`src/rtl/idct_pkg.sv`:
```
// Shared definitions for the 4x4 inverse Walsh-Hadamard receive block.
//   state_t : controller states, in the order a block moves through them
//   N       : transform size (points per row/column)
//   NCOEF   : coefficients per block
//   RND     : rounding offset added before the final shift
//   SHF     : final normalising shift (divide by 16)
package idct_pkg;

  typedef enum logic [2:0] {
    IDLE,
    LOAD,
    ROW,
    COL,
    OUT
  } state_t;

  localparam int N     = 4;
  localparam int NCOEF = 16;
  localparam int RND   = 8;
  localparam int SHF   = 4;

endpackage

```
`src/rtl/hadamard4.sv`:
```
// Combinational 4-point Walsh-Hadamard butterfly, y_i = sum_k H[k][i] * x_k,
// with H rows [1 1 1 1], [1 1 -1 -1], [1 -1 -1 1], [1 -1 1 -1].
// Ports:
//   i_x0..i_x3 : W-bit signed inputs
//   o_y0..o_y3 : (W+2)-bit signed outputs (two bits of growth for four terms)
module hadamard4 #(
  parameter int W = 12
) (
  input  logic signed [W-1:0] i_x0,
  input  logic signed [W-1:0] i_x1,
  input  logic signed [W-1:0] i_x2,
  input  logic signed [W-1:0] i_x3,
  output logic signed [W+1:0] o_y0,
  output logic signed [W+1:0] o_y1,
  output logic signed [W+1:0] o_y2,
  output logic signed [W+1:0] o_y3
);

  logic signed [W+1:0] w_e0, w_e1, w_e2, w_e3;
  logic signed [W+1:0] w_a, w_b, w_d, w_e;

  assign w_e0 = {{2{i_x0[W-1]}}, i_x0};
  assign w_e1 = {{2{i_x1[W-1]}}, i_x1};
  assign w_e2 = {{2{i_x2[W-1]}}, i_x2};
  assign w_e3 = {{2{i_x3[W-1]}}, i_x3};

  // Two-stage butterfly: pairwise sums/differences, then combine.
  assign w_a = w_e0 + w_e1;
  assign w_b = w_e2 + w_e3;
  assign w_d = w_e0 - w_e1;
  assign w_e = w_e2 - w_e3;

  assign o_y0 = w_a + w_b;
  assign o_y1 = w_a - w_b;
  assign o_y2 = w_d - w_e;
  assign o_y3 = w_d + w_e;

endmodule

```
`src/rtl/idct4x4_rx.sv`:
```
// Inverse 4x4 Walsh-Hadamard transform, serial in / serial out.
// A block of 16 coefficients (row-major) is loaded, transformed in place by a
// row pass and a column pass through one shared butterfly, then emitted as 16
// rounded and clamped pixels (row-major).
// Ports:
//   clk       : clock, rising edge
//   rst       : synchronous reset, active-high
//   in_valid  : in_data carries a coefficient this cycle
//   in_data   : CW-bit signed coefficient
//   out_valid : out_data carries a pixel this cycle
//   out_data  : PW-bit unsigned pixel, zero whenever out_valid is low
module idct4x4_rx
  import idct_pkg::*;
#(
  parameter int CW = 10,
  parameter int PW = 8
) (
  input  logic          clk,
  input  logic          rst,
  input  logic          in_valid,
  input  logic [CW-1:0] in_data,
  output logic          out_valid,
  output logic [PW-1:0] out_data
);

  localparam int BW = CW + 2;  // butterfly input width
  localparam int MW = CW + 4;  // storage / butterfly output width

  state_t r_state, w_next;
  logic [3:0]  r_cnt;
  logic [1:0]  r_pass;
  logic signed [MW-1:0] r_mem [NCOEF];
  logic          r_out_valid;
  logic [PW-1:0] r_out_data;

  logic signed [MW-1:0] w_in_ext;
  logic signed [BW-1:0] w_x [N];
  logic signed [MW-1:0] w_y [N];
  logic signed [MW:0]   w_rnd, w_shf;
  logic [PW-1:0]        w_pix;

  assign w_in_ext = {{(MW-CW){in_data[CW-1]}}, in_data};

  // Row pass reads row r_pass; column pass reads column r_pass. Row-pass
  // values are sign-extended coefficients, column-pass values are row results
  // that fit BW bits, so the low BW bits carry the full value in both cases.
  always_comb begin
    for (int unsigned k = 0; k < N; k++) begin
      w_x[k] = '0;
    end
    if (r_state == ROW) begin
      for (int unsigned k = 0; k < N; k++) begin
        w_x[k] = r_mem[{r_pass, 2'(k)}][BW-1:0];
      end
    end else if (r_state == COL) begin
      for (int unsigned k = 0; k < N; k++) begin
        w_x[k] = r_mem[{2'(k), r_pass}][BW-1:0];
      end
    end
  end

  hadamard4 #(.W(BW)) u_bfly (
    .i_x0 (w_x[0]),
    .i_x1 (w_x[1]),
    .i_x2 (w_x[2]),
    .i_x3 (w_x[3]),
    .o_y0 (w_y[0]),
    .o_y1 (w_y[1]),
    .o_y2 (w_y[2]),
    .o_y3 (w_y[3])
  );

  // Round, arithmetic shift, clamp to [0, 2**PW-1].
  assign w_rnd = {r_mem[r_cnt][MW-1], r_mem[r_cnt]} + (MW+1)'(RND);
  assign w_shf = w_rnd >>> SHF;

  always_comb begin
    w_pix = w_shf[PW-1:0];
    if (w_shf[MW]) begin
      w_pix = '0;
    end else if (|w_shf[MW-1:PW]) begin
      w_pix = '1;
    end
  end

  always_comb begin
    w_next = r_state;
    unique case (r_state)
      IDLE: if (in_valid) w_next = LOAD;
      LOAD: if (in_valid && r_cnt == 4'd15) w_next = ROW;
      ROW:  if (r_pass == 2'd3) w_next = COL;
      COL:  if (r_pass == 2'd3) w_next = OUT;
      OUT:  if (r_cnt == 4'd15) w_next = IDLE;
      default: w_next = IDLE;
    endcase
  end

  always_ff @(posedge clk) begin
    if (rst) begin
      r_state     <= IDLE;
      r_cnt       <= '0;
      r_pass      <= '0;
      r_out_valid <= 1'b0;
      r_out_data  <= '0;
    end else begin
      r_state     <= w_next;
      r_out_valid <= 1'b0;
      r_out_data  <= '0;
      unique case (r_state)
        IDLE: if (in_valid) r_cnt <= 4'd1;
        // Storing index 15 wraps r_cnt to 0, which is the first OUT index.
        LOAD: if (in_valid) r_cnt <= r_cnt + 4'd1;
        ROW,
        COL:  r_pass <= r_pass + 2'd1;
        OUT: begin
          r_cnt       <= r_cnt + 4'd1;
          r_out_valid <= 1'b1;
          r_out_data  <= w_pix;
        end
        default: ;
      endcase
    end
  end

  // Block storage carries no reset: a reset returns the FSM to IDLE and the
  // next block overwrites every entry before it is read.
  always_ff @(posedge clk) begin
    if (!rst) begin
      unique case (r_state)
        IDLE: if (in_valid) r_mem[0] <= w_in_ext;
        LOAD: if (in_valid) r_mem[r_cnt] <= w_in_ext;
        ROW: begin
          for (int unsigned k = 0; k < N; k++) begin
            r_mem[{r_pass, 2'(k)}] <= w_y[k];
          end
        end
        COL: begin
          for (int unsigned k = 0; k < N; k++) begin
            r_mem[{2'(k), r_pass}] <= w_y[k];
          end
        end
        default: ;
      endcase
    end
  end

  assign out_valid = r_out_valid;
  assign out_data  = r_out_data;

endmodule

```
`config.mk`:
```
export PLATFORM = sky130hd
export DESIGN_NAME = idct4x4_rx
export DESIGN_NICKNAME = d
export VERILOG_FILES = /design/src/rtl/idct_pkg.sv /design/src/rtl/hadamard4.sv /design/src/rtl/idct4x4_rx.sv
export SDC_FILE = /design/constraint.sdc
export NUM_CORES = 1
export LEC_CHECK = 0
export BUFFER_PORTS_ARGS = -buffer_cell sky130_fd_sc_hd__buf_4
export CORE_MARGIN = 3
export CORE_UTILIZATION = 65
export DETAILED_ROUTE_END_ITERATION = 6
export PLACE_DENSITY_LB_ADDON = 0.1
export SKIP_CTS_REPAIR_TIMING = 1
export SYNTH_ARGS = -nofsm -noshare
export SYNTH_HDL_FRONTEND = slang
export SYNTH_SLANG_ARGS = --single-unit
```
`constraint.sdc`:
```
create_clock -name clk -period 6.75 [get_ports clk]
set_clock_uncertainty 0.2 [all_clocks]
set_input_delay 1.35 -clock clk [delete_from_list [all_inputs] [get_ports clk]]
set_output_delay 1.35 -clock clk [all_outputs]
set_load 0.01 [all_outputs]
```
-- Word level (Yosys, flattened, before mapping)
Memory sizes are Yosys's and may differ from the RTL's. A register that Yosys moved wholly into a read port is not among the register bits.
Cells that the tools add are included.
- add/subtract/negate cells: 11
- equality and inequality tests: 12
- muxes and demuxes: 62
- bitwise gates (word level): 1
- reductions and logical operators: 14
- operator list (kind ; number):
    two-way mux 4 bit ; 26
    two-way mux 48 bit ; 2
    two-way mux 14 bit ; 6
    OR reduction 14 bit ; 6
    adder 14 bit ; 2
    subtractor 14 bit ; 2
    adder 12 x 12 -> 13 bit ; 2
    subtractor 12 x 12 -> 13 bit ; 2
    two-way mux 1 bit ; 20
    adder 14 x 5 -> 15 bit, second input constant ; 1
    two-way mux 3 bit ; 5
    one-hot mux 3 bit (5 select lines) ; 1
    one-hot mux 4 bit (3 select lines) ; 1
    two-way mux 8 bit ; 1
    inequality test 2 bit, second input constant ; 4
    equality test 3 x 2 -> 1 bit, second input constant ; 2
    OR reduction 3 bit ; 2
    AND reduction 5 bit ; 1
    adder 4 x 1 -> 4 bit, second input constant ; 1
    equality test 4 bit, second input constant ; 1
    inequality test 2 x 1 -> 1 bit, second input constant ; 2
    equality test 3 x 1 -> 1 bit, second input constant ; 1
    equality test 3 bit, second input constant ; 1
    zero test 3 bit ; 1
    7 further kinds ; 7
- register bits: 18
- bits in writable memories: 224
- input port bits: 13
- output and inout bits: 9
- word-level logic and storage cells: 106
- memories: 1
- memory list (memory ; words ; bits a word ; rd ports ; clocked after memory_dff ; wr ports ; line ; source):
    r_mem ; 16 ; 14 ; 9 ; 9 ; 4 ; idct4x4_rx.sv:32 ; logic signed [MW-1:0] r_mem [NCOEF];

-- Logic depth before layout (Yosys ltp)
- depth after elaboration: 8
- depth in mapped cells: 30
- gate-level depth less buffers: 26

-- Cells and area by module
Synthesis repeated with hierarchy kept, for this count alone.
- cell total of the unflattened synthesis: 2323
- area, all modules: 20557.2 um^2
- by module, submodules not included (module ; instances ; cells an instance ; area each (um^2)):
    idct4x4_rx ; 1 ; 1571 ; 15229.6
    hadamard4 ; 1 ; 752 ; 5327.6

-- Least setup slack after synthesis
Ideal clock, no wire load.
- path type: register -> register
- start point: reg (tool-made name)
- end point: mem r_mem[7][13] (netlist bit), data pin
- library setup time: 0.256 ns
- arrival time: 5.570 ns
- slack: 0.724 ns
- cell stages (with the launch flop): 29
- clock period less this slack: 6.026 ns
- path through: dfxtp_1 buf_2 buf_2 buf_1 clkbuf_1 a21oi_1 a21oi_1 a22oi_1 o21ai_0 ha_1 inv_1 fa_1 nor2b_1 o21a_1 o21ai_0 a21oi_1 o21bai_1 a21oi_1 nor2_1 xor2_1 ha_1 clkbuf_1 nand3_1 a211o_1 nand3_1 o211ai_1 o31ai_1 nand2_1 a31o_2
- RTL lines (what ; line):
    to (decl) ; idct4x4_rx.sv:32

==> flow_summary.yaml <==
run_status:
  status: "completed"
layout:
  final_layout_size_suffix_gt1_frac: 0.149
  fillerInstances: 2211
  areaGrowthSynthToFinish_pct: 8.12
  antenna_cells: 0
  final_area_um2: 21600
  fin_cells: 2477
  nNetsFinal: 2191
synthesis:
  synth_top_area_share: 0.336
  synth_common_cells: "nor2_1 (316), a21oi_1 (270), edfxtp_1 (224)"
  synth_edf_count: 224
  syn_inst: 2085
  avgSynthCellArea_um2: 9.60
  synth_ff_type: "edfxtp_1"
  synth_top_area_cell: "edfxtp_1"
  async_flop_share: 0
  yosysWarningCount: 0
  netlist_top_cells_area: "edfxtp_1 (34%), mux4_2 (14%), a21oi_1 (6.8%)"
  ys_seq_area_frac: 0.360
  syn_area_um2: 20000
  yosysMostFrequentCell: "nor2_1"
  ys_seq_elements: 248
  synthDistinctLibCells: 79
  synth_fp_nets: 2210
sta:
  maxSlewHeadroom: 0.139
  period_share: 0.952
  hold_viol: 0
  tightest_slew_ps: 1290
  finalSetupViolCount: 0
  maxSlewViolCount: 0
  timing.fmax_ghz: 0.156
  period_needed_ps: 6420
  finalSetupTns_ps: 0
  hold_slack_ps: 351
  rsz0062_at_grt: "false"
global_routing:
  grt_antenna_before_repair: 0
  grt_pass1_wl_um: 104000
  grt_pass1_vias: 17025
  track_usage: 0.418
  grt_max_degree: 77
  gr-total-overflow: 0
worst_setup_path:
  path_max_fanout: 20
  cp-end-kind: "flop"
  crit_top_cell: "o21ai_0"
  critical-path-slowest-cell: "dfxtp_4"
  path_cells: "mux4_2 -> xnor2_1 -> o22ai_1 -> ha_1 -> o21a_1 -> o21ai_0 -> a21oi_1 -> o21ai_0 -> a21boi_0 -> o21ai_0 -> a21oi_1 -> nor3_1 -> xnor2_1 -> ha_1 -> or2_2 -> a311o_1 -> a31oi_2 -> xor2_1 -> buf_4 -> o211ai_1 -> o21ai_0"
  startpoint_type: "flop"
  crit_type: "reg2reg"
  cp_data_required_time_ps: 6830
  max_stage_delay_ps: 580
  worstPathArrival_ps: 6510
power:
  power_leakage_nw: 7.93
  ir_worst_vdd_mv: 0.213
  pwr_density_cell_nw_per_um2: 157
clock_network:
  cts.clk_slew.worst_paths_ps: 60
  cts.sinks: 248
  cts_tree: "yes"
  clockBufferDepth: 3
  clk_latency_ps: 560
  cts_made_buffers: 27
  root_buffer: "clkbuf_16"
  htree_num_levels: 1
route:
  wl_um: 70600
  firstDrtPassIters: 6
  wl_per_cell_um: 28.5
  vias_per_cell: 7.21
  initialDrtViolationCount: 3118
  vias: 17852
  detail-route-antenna-nets: 0
  drc: 0
place:
  numPortBuffers: 21
  gp_congestion: 0.970
  dp.cells: 2424
  hpwl_um: 49700
  placed_area_um2: 20600
hold_path:
  hp-start: "r_pass[1]"
  holdCritPathClass: "reg2reg"
run:
  cap_violations: 0
floorplan:
  rows: 63
  die_w_um: 181
  die_area_um2: 32900
  core_um2: 30000
  ios: 22
  start_util: 0.668
  dieHeight_um: 181
## power by group
part / leakage (nW) / switching, mW / internal, mW / total [mW]
clock network: 0.430 / 0.618 / 0.870 / 1.49
logic: 5.28 / 0.125 / 0.0955 / 0.220
registers: 2.21 / 0.0121 / 1.68 / 1.69
## final cells by class
class                           instances  area [um^2]  area share
Sequential cell                       248         7220       0.334
Clock inverter                          9         96.3     0.00445
Timing Repair Buffer                   96          785      0.0363
Inverter                              105          394      0.0182
Clock buffer                           41          779      0.0360
Multi-Input combinational cell       1588        11900       0.549
Tap cell                              390          488      0.0226
## placed cells by master, fill, tap and decap left out, drive strengths merged, types with 24 or more instances in the layout
cell type	count
a21oi	274
buf	96
clkbuf	41
dfxtp	24
edfxtp	224
ha	107
inv	106
mux4	136
nand2	153
nor2	316
nor3	65
o21ai	147
xnor2	70
## logic make-up (layout without fill, tap and decap cells)
group / after synthesis / after routing / share of synthesized area
buf+inv: 249 / 251 / 0.0504
flops: 248 / 248 / 0.360
compound gates: 584 / 584 / 0.172
simple gates: 641 / 641 / 0.138
fa+ha+maj: 113 / 113 / 0.0725
mux: 157 / 157 / 0.166
xor+xnor: 93 / 93 / 0.0407
## layer usage
metal | routed length [um] | vias to the layer above | part of all wire | GRT usage
met4 | 7050 | 0 | 0.10 | 0.312
met3 | 9610 | 390 | 0.14 | 0.0974
li1 | - | 7643 | - | -
met1 | 23700 | 8264 | 0.34 | 0.528
met2 | 30300 | 1555 | 0.43 | 0.630
met5 | 0 | - | 0 | 0
## worst max-delay path: cells and delay by family (launching register included)
| family | cells | cell delay, ps |
|---|---|---|
| xor+xnor | 3 | 680 |
| flops | 1 | 580 |
| buf+inv | 1 | 190 |
| simple gates | 2 | 640 |
| compound gates | 12 | 2700 |
| mux | 1 | 580 |
| fa+ha+maj | 2 | 550 |
## registers in the layout (all words and copies together) (netlist names), named ones only
register and flops:
out_data 8, out_valid 1, r_cnt 4, r_mem 224
r_pass 2, r_state 3
## path summary, 6_finish.rpt
path / end / slack [ps] / cells after the start
worst max-delay path: r_mem[0][12] / 330 / 21
worst min-delay path: flop / 350 / 2
worst max register to register: r_mem[0][12] / 330 / 21
worst min register to register: flop / 350 / 2
## per-stage QoR
stage	total power [mW]	setup slack, ps	utilization
global placement	1.93	338	0.689
CTS	3.38	119	0.719
floorplan	1.88	724	-
finish	3.40	326	0.722
detailed placement	1.93	226	0.689
global route	3.46	17.5	0.722
No activity file was read; power rests on OpenSTA's default activity.
